===== config.mk =====
export PLATFORM = sky130hd
export DESIGN_NAME = fp_multiplier_seq_flat
export DESIGN_NICKNAME = d
export VERILOG_FILES = /design/src/rtl/fp_multiplier_seq_if.sv /design/src/rtl/fp_multiplier_seq.sv /design/src/flat_wrapper.sv
export SDC_FILE = /design/constraint.sdc
export NUM_CORES = 1
export LEC_CHECK = 0
export BUFFER_PORTS_ARGS = -buffer_cell sky130_fd_sc_hd__buf_2
export CELL_PAD_IN_SITES_DETAIL_PLACEMENT = 1
export CELL_PAD_IN_SITES_GLOBAL_PLACEMENT = 2
export CORE_AREA = 4 4 135 234
export DETAILED_ROUTE_END_ITERATION = 10
export DIE_AREA = 0 0 139 238
export GPL_ROUTABILITY_DRIVEN = 0
export GPL_TIMING_DRIVEN = 0
export PLACE_DENSITY_LB_ADDON = 0.1
export SLEW_MARGIN = 20
export SYNTH_ARGS = -nofsm -noshare
export SYNTH_HDL_FRONTEND = slang
export SYNTH_SLANG_ARGS = --single-unit

===== constraint.sdc =====
create_clock -name clk -period 4.9 [get_ports clk]
set_clock_uncertainty 0.05 [all_clocks]
set_input_delay 0.245 -clock clk [delete_from_list [all_inputs] [get_ports clk]]
set_output_delay 0.245 -clock clk [all_outputs]
set_load 0.05 [all_outputs]

===== src/rtl/fp_multiplier_seq_if.sv =====
// Operand/result handshake bundle for the sequential binary32 multiplier.
// The master side supplies operands and consumes results; the slave is the multiplier.
interface fp_multiplier_seq_if;
    logic        in_valid;
    logic        in_ready;
    logic [31:0] input1;
    logic [31:0] input2;
    logic        out_valid;
    logic        out_ready;
    logic [31:0] opt;
    logic        overflow;
    logic        underflow;
    logic        exception;

    modport master (
        output in_valid, input1, input2, out_ready,
        input  in_ready, out_valid, opt, overflow, underflow, exception
    );

    modport slave (
        input  in_valid, input1, input2, out_ready,
        output in_ready, out_valid, opt, overflow, underflow, exception
    );
endinterface


===== src/rtl/fp_multiplier_seq.sv =====
// Sequential IEEE-754 single-precision multiplier: 24-cycle shift-add mantissa product,
// then one normalize/truncate cycle; flag set matches the companion FP divider.
module fp_multiplier_seq (
    input  logic                 clk,
    input  logic                 rst_n,
    fp_multiplier_seq_if.slave   bus
);

    typedef enum logic [1:0] {
        IDLE,
        MUL,
        NORM,
        DONE
    } state_t;

    state_t      r_state;
    logic        r_sign;
    logic [7:0]  r_exp1;
    logic [7:0]  r_exp2;
    logic [23:0] r_ma;
    logic [23:0] r_mb;
    logic [47:0] r_acc;
    logic [4:0]  r_cnt;
    logic        r_inReady;
    logic        r_outValid;
    logic [31:0] r_opt;
    logic        r_overflow;
    logic        r_underflow;
    logic        r_exception;

    logic [47:0]       w_partial;
    logic signed [9:0] w_expSum;
    logic [22:0]       w_mant;
    logic [31:0]       w_normOpt;
    logic              w_normOvf;
    logic              w_normUnf;
    logic              w_normExc;
    logic              w_unusedAccLow;

    assign w_partial = r_mb[0] ? ({24'b0, r_ma} << r_cnt) : 48'b0;

    // Product exponent is biased twice, so one bias comes off; P[47] marks a 2.x product.
    assign w_expSum = $signed({2'b00, r_exp1}) + $signed({2'b00, r_exp2})
                    - 10'sd127 + $signed({9'b0, r_acc[47]});
    assign w_mant   = r_acc[47] ? r_acc[46:24] : r_acc[45:23];

    // Truncation discards the low product bits entirely.
    assign w_unusedAccLow = ^r_acc[22:0];

    always_comb begin
        w_normOpt = 32'h0;
        w_normOvf = 1'b0;
        w_normUnf = 1'b0;
        w_normExc = 1'b0;
        if (r_exp1 == 8'hFF || r_exp2 == 8'hFF) begin
            w_normOpt = 32'h7FC0_0000;
            w_normExc = 1'b1;
        end else if (r_exp1 == 8'h00 || r_exp2 == 8'h00) begin
            w_normOpt = {r_sign, 31'b0};
        end else if (w_expSum >= 10'sd255) begin
            w_normOpt = {r_sign, 8'hFF, 23'b0};
            w_normOvf = 1'b1;
        end else if (w_expSum <= 10'sd0) begin
            w_normOpt = {r_sign, 31'b0};
            w_normUnf = 1'b1;
        end else begin
            w_normOpt = {r_sign, w_expSum[7:0], w_mant};
        end
    end

    always_ff @(posedge clk or negedge rst_n) begin
        if (!rst_n) begin
            r_state     <= IDLE;
            r_sign      <= 1'b0;
            r_exp1      <= 8'h0;
            r_exp2      <= 8'h0;
            r_ma        <= 24'h0;
            r_mb        <= 24'h0;
            r_acc       <= 48'h0;
            r_cnt       <= 5'd0;
            r_inReady   <= 1'b1;
            r_outValid  <= 1'b0;
            r_opt       <= 32'h0;
            r_overflow  <= 1'b0;
            r_underflow <= 1'b0;
            r_exception <= 1'b0;
        end else begin
            case (r_state)
                IDLE: begin
                    if (bus.in_valid && r_inReady) begin
                        r_sign    <= bus.input1[31] ^ bus.input2[31];
                        r_exp1    <= bus.input1[30:23];
                        r_exp2    <= bus.input2[30:23];
                        r_ma      <= {1'b1, bus.input1[22:0]};
                        r_mb      <= {1'b1, bus.input2[22:0]};
                        r_acc     <= 48'h0;
                        r_cnt     <= 5'd0;
                        r_inReady <= 1'b0;
                        r_state   <= MUL;
                    end
                end
                MUL: begin
                    r_acc <= r_acc + w_partial;
                    r_mb  <= r_mb >> 1;
                    r_cnt <= r_cnt + 5'd1;
                    if (r_cnt == 5'd23) begin
                        r_state <= NORM;
                    end
                end
                NORM: begin
                    r_opt       <= w_normOpt;
                    r_overflow  <= w_normOvf;
                    r_underflow <= w_normUnf;
                    r_exception <= w_normExc;
                    r_outValid  <= 1'b1;
                    r_state     <= DONE;
                end
                DONE: begin
                    if (r_outValid && bus.out_ready) begin
                        r_outValid <= 1'b0;
                        r_inReady  <= 1'b1;
                        r_state    <= IDLE;
                    end
                end
                default: begin
                    r_state    <= IDLE;
                    r_inReady  <= 1'b1;
                    r_outValid <= 1'b0;
                end
            endcase
        end
    end

    assign bus.in_ready  = r_inReady;
    assign bus.out_valid = r_outValid;
    assign bus.opt       = r_opt;
    assign bus.overflow  = r_overflow;
    assign bus.underflow = r_underflow;
    assign bus.exception = r_exception;

endmodule


===== src/flat_wrapper.sv =====
// flat-port wrapper written by rule: the top's interface ports become plain ports
module fp_multiplier_seq_flat 
  (clk, rst_n, bus_in_valid, bus_input1, bus_input2, bus_out_ready, bus_in_ready, bus_out_valid, bus_opt, bus_overflow, bus_underflow, bus_exception);
  fp_multiplier_seq_if bus_i ();
  input  logic clk;
  input  logic rst_n;
  input wire logic [$bits(bus_i.in_valid)-1:0] bus_in_valid;
  input wire logic [$bits(bus_i.input1)-1:0] bus_input1;
  input wire logic [$bits(bus_i.input2)-1:0] bus_input2;
  input wire logic [$bits(bus_i.out_ready)-1:0] bus_out_ready;
  output wire logic [$bits(bus_i.in_ready)-1:0] bus_in_ready;
  output wire logic [$bits(bus_i.out_valid)-1:0] bus_out_valid;
  output wire logic [$bits(bus_i.opt)-1:0] bus_opt;
  output wire logic [$bits(bus_i.overflow)-1:0] bus_overflow;
  output wire logic [$bits(bus_i.underflow)-1:0] bus_underflow;
  output wire logic [$bits(bus_i.exception)-1:0] bus_exception;
  assign bus_i.in_valid = bus_in_valid;
  assign bus_i.input1 = bus_input1;
  assign bus_i.input2 = bus_input2;
  assign bus_i.out_ready = bus_out_ready;
  assign bus_in_ready = bus_i.in_ready;
  assign bus_out_valid = bus_i.out_valid;
  assign bus_opt = bus_i.opt;
  assign bus_overflow = bus_i.overflow;
  assign bus_underflow = bus_i.underflow;
  assign bus_exception = bus_i.exception;
  fp_multiplier_seq u_core (.clk(clk), .rst_n(rst_n), .bus(bus_i));
endmodule

==> qor.yml, run 1 <==
timing:
  tightest_slew_ns: 0.795
  drv_slew: 0
  worst_slew_margin_rel: 0.470
  setup_ws_ns: 0.211
  fmax_mhz: 213
  fin_crit_sh: 0.957
  rsz0062_at_grt: "yes"
  hold_viol_final: 0
  finalSetupViolations: 0
  period_minus_slack_ns: 4.69
drt:
  drt.antenna.violating_nets: 0
  routedWlPerCell_um: 20.6
  dr.pass1.iters: 4
  routed_wl_mm: 37.0
  drt_iter0_drc: 316
  routed_via_density: 5.54
  num_vias: 9941
  drc_errors: 0
power:
  power.density_mw_per_mm2: 212
  vdd_drop_max_mv: 0.247
  swShare: 0.230
  comb_power_share: 0.032
  p_int_mw: 2.18
  p_seq_frac: 0.457
  p_leak_nw: 6.28
  power_frac_clock: 0.512
  p_switching_mw: 0.654
die:
  coreArea_mm2: 0.0298
  initial_utilization: 0.372
  die_width_um: 139
  die_y_um: 238
  num_io_pins: 105
  row_count: 84
  die_area_mm2: 0.0331
synth:
  seq_area_frac_synth: 0.354
  syn_area_mm2: 0.0111
  synthArstFlopShare: 1.00
  syn_avg_cell_area_um2: 9.02
  synth_edf_count: 0
  yosysWarnings: 0
  ys_seq_elements: 157
  synthesis.nets: 1362
  syn_inst: 1230
  synth_ff_type: "dfrtp_1"
  ys_types: 67
placement:
  place_inst: 1722
  dpl_worst_slack_ns: -0.946
  place_area_mm2: 0.0121
  dpl.hpwl_mm: 29.1
  portBuffers: 104
final_layout:
  fin_area_mm2: 0.0134
  nets: 1527
  fillCellCount: 3557
  final_cells: 1795
  drive_gt1_frac: 0.185
  diodes: 0
  area_delta_synth_final_pct: 20.7
clock_tree:
  cts_tree: "done"
  clk_pin_slew_ns: 0.07
  cts_max_level: 4
  clockBufferDepth: 2
  cts-root-buf: "clkbuf_16"
  clkSinkCount: 157
  clk_latency_ns: 0.46
  cts_buffers: 17
global_routing:
  antenna_found_initial: 0
  grt_overflow: 0
  grt_max_degree: 84
  grt_pass1_vias: 10812
  grt_pass1_wl_mm: 58.5
  grt_usage: 0.225
flow_run:
  cap_violations: 0
worst_hold_path:
  holdCritPathClass: "input port to flop"
status:
  status: "finished, final reports clean"
setup_path:
  crit_fanout: 10
  crit_arrival_ns: 5.02
  r2r_slack_ns: 0.21
  crit_type: "flop to flop"
  start_kind: "flop"
  timing.critical_path.required_ns: 5.24
  critPathCaptureType: "flop"
## worst paths after layout
| check | endpoint | startpoint | cells past startpoint |
|---|---|---|---|
| hold reg to reg | u_core.r_acc[2] | u_core.r_acc[2] | 2 |
| hold / removal | u_core.r_exp2[7] | bus_input2[30] | 2 |
| setup / recovery | u_core.r_acc[43] | u_core.r_cnt[0] | 19 |
| setup reg to reg | u_core.r_acc[43] | u_core.r_cnt[0] | 19 |
| min in group asynchronous | u_core.bus.opt[28] | rst_n | 2 |
| max in group asynchronous | u_core.r_cnt[0] | rst_n | 3 |
## state kept, by name (all words and copies together) (netlist names)
signal,cells
u_core.bus.out_valid,1
u_core.bus.in_ready,1
u_core.r_mb,24
u_core.bus.opt,32
u_core.r_exp2,8
u_core.r_cnt,5
u_core.r_exp1,8
u_core.bus.underflow,1
u_core.bus.exception,1
u_core.bus.overflow,1
u_core.r_ma,24
u_core.r_sign,1
u_core.r_state,2
u_core.r_acc,48
## power groups by stage
stage / Combinational (mW) / Clock (mW) / Sequential [mW]
floorplan: 0.00587 / 0 / 1.32
global placement: 0.0634 / 0 / 1.32
detailed placement: 0.0683 / 0 / 1.32
CTS: 0.0918 / 1.49 / 1.30
global route: 0.101 / 1.54 / 1.29
finish: 0.0895 / 1.45 / 1.30
## per-stage QoR
step / hold WS (ns) / power (mW) / setup TNS [ns] / util
6_report: 0.0144 / 2.84 / 0 / 0.448
5_1_grt: 0.0177 / 2.93 / -0.0576 / 0.448
4_1_cts: 0.000269 / 2.88 / -0.0363 / 0.445
2_1_floorplan: -0.101 / 1.33 / 0 / -
3_3_place_gp: 0.408 / 1.38 / -13.27 / 0.405
3_5_place_dp: 0.207 / 1.39 / -13.86 / 0.407
## routing by layer
layer,vias to the layer above,GRT usage,share of wire
met3,59,0.0287,0.026
met4,0,0.0929,0.032
met1,4904,0.227,0.37
met2,151,0.455,0.57
li1,4827,-,-
met5,-,0,0
## logic make-up after synthesis
family | count (synthesis) | synth area share
buffers and inverters | 101 | 0.0358
multiplexers | 135 | 0.135
XOR/XNOR | 52 | 0.0411
adder cells (fa/ha/maj) | 64 | 0.0735
flip-flops | 157 | 0.354
AO/OA/AOI/OAI | 366 | 0.213
AND/OR/NAND/NOR | 355 | 0.148
## critical path, cell delays in order, from the launching register on
cell	delay, ns
dfrtp_2	0.46
buf_6	0.18
clkbuf_4	0.21
a211oi_1	0.27
a21oi_2	0.12
mux2i_1	0.27
nor2_1	0.10
a21oi_2	0.28
a211oi_2	0.17
ha_1	0.31
clkbuf_1	0.29
nand2_1	0.16
nor3_1	0.22
o21ai_0	0.20
nor3_2	0.21
a21oi_1	0.10
nand2_1	0.19
a31oi_1	0.20
or4b_1	0.54
nand3_1	0.08
## synthesized netlist by cell type (all sizes together) (10+ instances only)
cell | number | share of area
xnor2 | 29 | 0.023
mux2i | 72 | 0.065
ha | 62 | 0.070
o22ai | 15 | 0.0085
and2 | 15 | 0.0085
nand2 | 137 | 0.046
buf | 10 | 0.0050
nand3 | 29 | 0.013
inv | 30 | 0.010
nor2 | 91 | 0.031
a21oi | 69 | 0.031
o21a | 10 | 0.0068
a211oi | 16 | 0.011
o2bb2ai | 25 | 0.020
a31oi | 13 | 0.0073
clkbuf | 58 | 0.020
nor3 | 20 | 0.0095
a21o | 32 | 0.022
nor2b | 12 | 0.0068
dfrtp | 156 | 0.35
xor2 | 23 | 0.018
nand4 | 17 | 0.010
mux2 | 57 | 0.058
o21ai | 117 | 0.053
## cell type report
class                   instances  area, um^2  share of cell area
inverters                      33         125             0.00935
plain buffers                  65         284              0.0212
clock inverters                13         175              0.0131
flip-flops and latches        157        3930               0.294
clock buffers                  19         453              0.0338
repair buffers                149         986              0.0737
well taps                     387         484              0.0362
multi-input cells             972        6950               0.519
## cell usage in the layout, fill, tap and decap left out, types with 23 or more instances in the layout
cell type,netlist,layout
o21ai_0,115,105
buf_2,2,104
xor2_1,23,23
nand2_1,137,137
a21o_1,32,32
dlygate4sd3_1,0,39
mux2_2,57,57
nor2_1,91,91
dfrtp_1,156,155
nand3_1,29,29
ha_1,62,61
mux2i_1,72,69
xnor2_1,29,29
inv_1,29,29
a21oi_1,69,61
o2bb2ai_1,25,25
clkbuf_1,58,49
## timing repair
item	CTS	global route
endpoints found under the hold margin	111	1
setup buffers	4	1
pin swaps	1	1
hold buffers	38	1
gates resized for setup	32	30
setup endpoints to repair	28	15
gates cloned	0	0
No activity file was read; power rests on OpenSTA's default activity.
==> run 2: changes to the inputs <==
--- a/config.mk
+++ b/config.mk
@@ -13,7 +13,7 @@
 export DIE_AREA = 0 0 139 238
 export GPL_ROUTABILITY_DRIVEN = 0
 export GPL_TIMING_DRIVEN = 0
-export PLACE_DENSITY_LB_ADDON = 0.1
+export PLACE_DENSITY = 0.9
 export SLEW_MARGIN = 20
 export SYNTH_ARGS = -nofsm -noshare
 export SYNTH_HDL_FRONTEND = slang
==> run 2 against run 1 <==
Against the previous run:
- non-clock buffer count decreased by 2
- highest routed layer unchanged
- clock power about the same
- flip-flop and latch count unchanged
- routed wire length increased by 4.2%
- via count increased by 4.1%
- clock-buffer cell count increased by 2
- setup slack got worse by 0.013 ns
==> qor.yml, run 2 (same netlist as run 1, synthesis figures left out) <==
power:
  p_leak_nw: 6.25  # was 6.28 nW
  power_frac_clock: 0.508  # was 0.512
  p_int_mw: 2.15  # was 2.18 mW
  p_seq_frac: 0.459  # was 0.457
  swShare: 0.236  # was 0.230
  fin_total_pwr_mw: 2.82  # was 2.84 mW
  power.density_mw_per_mm2: 212  # about the same
  comb_power_share: 0.033  # was 0.032
  p_switching_mw: 0.667  # was 0.654 mW
  vdd_drop_max_mv: 0.244  # was 0.247 mV
setup_path:
  crit_arrival_ns: 5.04  # was 5.02 ns
  crit_type: "flop to flop"  # unchanged
  crit_fanout: 10  # unchanged
  timing.critical_path.required_ns: 5.24  # about the same
  start_kind: "flop"  # unchanged
  critPathCaptureType: "flop"  # unchanged
placement:
  dpl_worst_slack_ns: -0.871  # was -0.946 ns
  place_area_mm2: 0.0121  # unchanged
  portBuffers: 104  # unchanged
  dpl.hpwl_mm: 28.6  # was 29.1 mm
timing:
  worst_slew_margin_rel: 0.460  # was 0.470
  period_minus_slack_ns: 4.70  # was 4.69 ns
  fin_crit_sh: 0.960  # was 0.957
  setup_ws_ns: 0.198  # was 0.211 ns
  finalSetupViolations: 0  # unchanged
  fmax_mhz: 213  # about the same
  drv_slew: 0  # unchanged
  hold_viol_final: 0  # unchanged
  tightest_slew_ns: 0.810  # was 0.795 ns
drt:
  dr.pass1.iters: 4  # unchanged
  num_vias: 10348  # was 9941
  drt_iter0_drc: 481  # was 316
  routedWlPerCell_um: 21.5  # was 20.6 um
  drc_errors: 0  # unchanged
  routed_wl_mm: 38.6  # was 37.0 mm
  routed_via_density: 5.77  # was 5.54
  drt.antenna.violating_nets: 0  # unchanged
clock_tree:
  cts_max_level: 4  # unchanged
  cts_tree: "done"  # unchanged
  cts-root-buf: "clkbuf_16"  # unchanged
  clk_latency_ns: 0.46  # about the same
  clk_pin_slew_ns: 0.07  # about the same
  clkSinkCount: 157  # unchanged
  cts_buffers: 17  # unchanged
  clockBufferDepth: 2  # unchanged
die:
  initial_utilization: 0.372  # unchanged
  die_area_mm2: 0.0331  # unchanged
  row_count: 84  # unchanged
  num_io_pins: 105  # unchanged
  die_width_um: 139  # unchanged
  die_y_um: 238  # unchanged
  coreArea_mm2: 0.0298  # unchanged
final_layout:
  final_util: 0.447  # was 0.448
  final_cell_mix: "155 x dfrtp_1, 137 x nand2_1, 107 x o21ai_0, 104 x buf_2, 91 x nor2_1"  # was 155 x dfrtp_1, 137 x nand2_1, 105 x o21ai_0, 104 x buf_2, 91 x nor2_1
  top_register: "u_core.r_acc"  # unchanged
  drive_gt1_frac: 0.181  # was 0.185
  fin_area_mm2: 0.0133  # was 0.0134 mm^2
  diodes: 0  # unchanged
  nets: 1525  # was 1527
  largest_reg_flops: 48  # unchanged
  area_delta_synth_final_pct: 20.2  # was 20.7%
  layout_commonest_cell: "dfrtp_1"  # unchanged
status:
  status: "finished, final reports clean"  # unchanged
flow_run:
  cap_violations: 0  # unchanged
global_routing:
  antenna_found_initial: 0  # unchanged
  grt_usage: 0.230  # was 0.225
  grt_overflow: 0  # unchanged
  grt_pass1_wl_mm: 60.6  # was 58.5 mm
  grt_max_degree: 93  # was 84
  grt_pass1_vias: 11410  # was 10812
worst_hold_path:
  holdCritPathClass: "input port to flop"  # unchanged
==> run 2: worst max-delay path, cell delays in order (launching register included) <==
cell	delay [ns]
dfrtp_1	0.49
clkinv_2	0.23
clkbuf_2	0.26
a21oi_1	0.27
mux2i_1	0.22
mux2_2	0.35
and2_1	0.17
a211oi_2	0.34
ha_1	0.26
and3_1	0.25
and2_2	0.21
nand3_1	0.13
nor3_2	0.29
a21oi_1	0.10
nand2_1	0.20
a31oi_2	0.17
or4b_1	0.54
nand3_1	0.10
==> run 2: path summary, 6_finish.rpt <==
path                                        start                 end  cells after the start  slack, ns
max in group asynchronous                   rst_n     u_core.r_cnt[0]                      3       3.66
min in group asynchronous                   rst_n  u_core.bus.opt[26]                      2       0.26
worst min-delay path               bus_input2[19]     u_core.r_mb[19]                      3       0.02
worst max-delay path              u_core.r_cnt[1]    u_core.r_acc[43]                     17       0.20
worst max register to register    u_core.r_cnt[1]    u_core.r_acc[43]                     17       0.20
worst min register to register  u_core.bus.opt[2]   u_core.bus.opt[2]                      1       0.43
==> run 2: power by group through the flow <==
stage | Combinational [mW] | Clock, mW | Sequential, mW
2_1_floorplan | 0.00587 | 0 | 1.32
3_3_place_gp | 0.0632 | 0 | 1.32
3_5_place_dp | 0.0683 | 0 | 1.32
4_1_cts | 0.0939 | 1.46 | 1.30
5_1_grt | 0.103 | 1.51 | 1.29
6_report | 0.0925 | 1.43 | 1.30
==> run 2: timing repair <==
| action | in CTS | in global routing |
|---|---|---|
| endpoints found under the setup margin | 26 | 15 |
| gates cloned | 0 | 0 |
| buffers inserted | 2 | 2 |
| hold buffers | 40 | 0 |
| pin swaps | 0 | 2 |
| resized for setup | 24 | 33 |
| endpoints found under the hold margin | 104 | 0 |
==> run 2: per-stage QoR <==
stage	instances	hold WS (ns)	setup TNS (ns)
CTS	1794	0.00425	0
floorplan	1230	-0.101	0
global route	1793	0.0587	-0.0382
detailed placement	1722	0.176	-10.37
global placement	1721	0.411	-9.34
finish	1793	0.0203	0
==> run 2: area by class of cell <==
class                   count  area (um^2)
flip-flops and latches    157         3930
plain buffers              63          272
clock inverters            11          160
clock buffers              21          440
well taps                 387          484
repair buffers            149          988
fillers                  3545        16500
inverters                  33          125
multi-input cells         972         6940
==> run 2: layer usage <==
layer / wire [um] / vias up / share of wire / track usage
met2: 22100 / 209 / 0.57 / 0.465
li1: - / 4834 / - / -
met4: 1930 / 0 / 0.050 / 0.124
met5: 0 / - / 0 / 0
met3: 988 / 103 / 0.026 / 0.0319
met1: 13500 / 5202 / 0.35 / 0.219
==> run 3: changes to the inputs <==
--- a/config.mk
+++ b/config.mk
@@ -8,12 +8,13 @@
 export BUFFER_PORTS_ARGS = -buffer_cell sky130_fd_sc_hd__buf_2
 export CELL_PAD_IN_SITES_DETAIL_PLACEMENT = 1
 export CELL_PAD_IN_SITES_GLOBAL_PLACEMENT = 2
-export CORE_AREA = 4 4 135 234
+export CORE_AREA = 4 4 176 178
 export DETAILED_ROUTE_END_ITERATION = 10
-export DIE_AREA = 0 0 139 238
+export DIE_AREA = 0 0 180 182
 export GPL_ROUTABILITY_DRIVEN = 0
 export GPL_TIMING_DRIVEN = 0
-export PLACE_DENSITY = 0.9
+export PLACE_DENSITY = 0.91
+export RECOVER_POWER = 25
 export SLEW_MARGIN = 20
 export SYNTH_ARGS = -nofsm -noshare
 export SYNTH_HDL_FRONTEND = slang
==> run 3 against run 2 <==
Against the previous run:
- the run now ends with max-capacitance violations, max-slew violations left
- cell count did not move
- combinational power fell by 4.9%
- clock power fell by 9.8%
- clock-buffer cell count fell by 3
- sequential power barely moved
- cell area fell by 1.1%
- sequential share of layout area rose by 0.33 points
- core utilization rose by 0.20 points
- critical endpoint unchanged
- largest cell class unchanged
==> qor.yml, run 3 (same netlist as run 1, synthesis figures left out) <==
status:
  status: "finished, violations left"  # was finished, final reports clean
  violations: "max-capacitance violations, max-slew violations"
timing:
  worst_slew_margin_rel: -0.453  # was 0.460
  hold_viol_final: 0  # unchanged
  fin_crit_sh: 0.959  # was 0.960
  tightest_slew_ns: 2.18  # was 0.810 ns
  finalSetupViolations: 0  # unchanged
  drv_slew: 83  # was 0
  fmax_mhz: 213  # about the same
  setup_tns_ns: 0  # unchanged
  period_minus_slack_ns: 4.70  # about the same
setup_path:
  worstPathCellList: "buf_6 -> mux2i_4 -> nand2_1 -> o21ai_2 -> inv_1 -> mux2i_2 -> mux2_2 -> nor2_1 -> a31oi_1 -> nor2_1 -> ha_2 -> and3_1 -> and2_1 -> nand3_1 -> nor3_2 -> a21oi_1 -> nand2_2 -> a31oi_1 -> or4b_1 -> nand3_1"  # was clkinv_2 -> clkbuf_2 -> a21oi_1 -> mux2i_1 -> mux2_2 -> and2_1 -> a211oi_2 -> ha_1 -> and3_1 -> and2_2 -> nand3_1 -> nor3_2 -> a21oi_1 -> nand2_1 -> a31oi_2 -> or4b_1 -> nand3_1
  start_kind: "flop"  # unchanged
  crit_fanout: 10  # unchanged
  cp_slowest_stage_delay_ns: 0.55  # was 0.54 ns
  crit_type: "flop to flop"  # unchanged
  r2r_slack_ns: 0.20  # about the same
  slowest_stage: "or4b_1"  # unchanged
  timing.critical_path.required_ns: 5.23  # was 5.24 ns
  critPathCaptureType: "flop"  # unchanged
  crit_arrival_ns: 5.03  # was 5.04 ns
clock_tree:
  clockBufferDepth: 2  # unchanged
  clk_latency_ns: 0.44  # was 0.46 ns
  cts-root-buf: "clkbuf_16"  # unchanged
  cts_tree: "done"  # unchanged
  cts_buffers: 17  # unchanged
  clk_pin_slew_ns: 0.07  # about the same
  clkSinkCount: 157  # unchanged
  cts_max_level: 4  # unchanged
final_layout:
  area_delta_synth_final_pct: 18.9  # was 20.2%
  nets: 1522  # was 1525
  top_register: "u_core.r_acc"  # unchanged
  layout_commonest_cell: "dfrtp_1"  # unchanged
  drive_gt1_frac: 0.172  # was 0.181
  ff_latch_area_mm2: 0.00393  # about the same
  largest_reg_flops: 48  # unchanged
  multi_input_area_mm2: 0.00689  # was 0.00694 mm^2
  fin_area_mm2: 0.0132  # was 0.0133 mm^2
  fillCellCount: 3446  # was 3545
  final_util: 0.449  # was 0.447
  final_cell_mix: "154 x dfrtp_1, 136 x nand2_1, 108 x o21ai_0, 98 x buf_2, 91 x nor2_1"  # was 155 x dfrtp_1, 137 x nand2_1, 107 x o21ai_0, 104 x buf_2, 91 x nor2_1
global_routing:
  grt_usage: 0.216  # was 0.230
  grt_pass1_wl_mm: 58.1  # was 60.6 mm
  grt_pass1_vias: 10685  # was 11410
  grt_max_degree: 84  # was 93
  grt_overflow: 0  # unchanged
  antenna_found_initial: 1  # was 0
power:
  power_frac_clock: 0.482  # was 0.508
  p_leak_nw: 6.18  # was 6.25 nW
  swShare: 0.247  # was 0.236
  comb_power_share: 0.033  # about the same
  p_seq_frac: 0.485  # was 0.459
  p_int_mw: 2.01  # was 2.15 mW
  fin_total_pwr_mw: 2.67  # was 2.82 mW
  power.density_mw_per_mm2: 202  # was 212 mW/mm^2
  vdd_drop_max_mv: 0.186  # was 0.244 mV
  p_switching_mw: 0.659  # was 0.667 mW
die:
  num_io_pins: 105  # unchanged
  die_area_mm2: 0.0328  # was 0.0331 mm^2
  coreArea_mm2: 0.0294  # was 0.0298 mm^2
  row_count: 63  # was 84
  die_width_um: 180  # was 139 um
  initial_utilization: 0.377  # was 0.372
  die_y_um: 182  # was 238 um
placement:
  dpl.hpwl_mm: 26.4  # was 28.6 mm
  place_area_mm2: 0.0121  # unchanged
  portBuffers: 104  # unchanged
flow_run:
  cap_violations: 1  # was 0
drt:
  routedWlPerCell_um: 19.7  # was 21.5 um
  routed_wl_mm: 35.2  # was 38.6 mm
  drc_errors: 0  # unchanged
  routed_via_density: 5.64  # was 5.77
  drt_iter0_drc: 593  # was 481
  drt.antenna.violating_nets: 0  # unchanged
  num_vias: 10119  # was 10348
  dr.pass1.iters: 7  # was 4
worst_hold_path:
  holdCritPathClass: "input port to flop"  # unchanged
==> run 3: worst paths after layout <==
path                                      start                end  cells after the start
worst max-delay path            u_core.r_cnt[0]   u_core.r_acc[43]                     20
worst min-delay path             bus_input1[11]    u_core.r_ma[11]                      2
worst max register to register  u_core.r_cnt[0]   u_core.r_acc[43]                     20
worst min register to register  u_core.r_acc[2]    u_core.r_acc[2]                      2
max in group asynchronous                 rst_n   u_core.r_acc[10]                      2
min in group asynchronous                 rst_n  u_core.bus.opt[7]                      2
==> run 3: per-stage QoR <==
| stage | cells | hold WS [ns] | setup slack [ns] |
|---|---|---|---|
| 4_1_cts | 1791 | 0.00151 | 0.0166 |
| 3_5_place_dp | 1725 | 0.249 | -0.790 |
| 2_1_floorplan | 1230 | -0.101 | 0.637 |
| 3_3_place_gp | 1724 | 0.408 | -0.610 |
| 5_1_grt | 1793 | 0.00164 | -0.0209 |
| 6_report | 1793 | 0.00328 | 0.200 |
==> run 3: cell type report <==
| class | count | area share |
|---|---|---|
| multi-input combinational | 972 | 0.522 |
| sequential | 157 | 0.298 |
| timing repair buffer | 146 | 0.0716 |
| tap | 390 | 0.0370 |
| clock buffer | 18 | 0.0333 |
| buffer | 63 | 0.0203 |
| inverter | 33 | 0.00948 |
| clock inverter | 13 | 0.00787 |
| antenna | 1 | 0.000190 |
==> run 3: power by group through the flow <==
stage	clock network, mW	logic (mW)	registers, mW
floorplan	0	0.00587	1.32
global placement	0	0.0618	1.32
detailed placement	0	0.0667	1.32
CTS	1.31	0.0902	1.30
global route	1.37	0.100	1.29
finish	1.29	0.0880	1.30
==> run 3: critical path: cells and delay by family, from the launching register on <==
family / cells / cell delay (ns)
AO/OA/AOI/OAI: 4 / 0.66
buffers and inverters: 2 / 0.31
multiplexers: 3 / 0.80
adder cells (fa/ha/maj): 1 / 0.43
AND/OR/NAND/NOR: 10 / 1.94
flip-flops: 1 / 0.45
==> run 3: timing repair <==
action                                  4_1_cts  5_1_grt
endpoints found under the setup margin       22       14
pin swaps                                     0        1
gates resized for setup                      15       25
buffers inserted                              1        2
hold buffers                                 37        1
hold endpoints to repair                    118        1
==> run 3: metal layers <==
layer,track usage,share of wire
met1,0.290,0.45
met5,0,0
met3,0.0286,0.040
met2,0.367,0.49
met4,0.0579,0.020
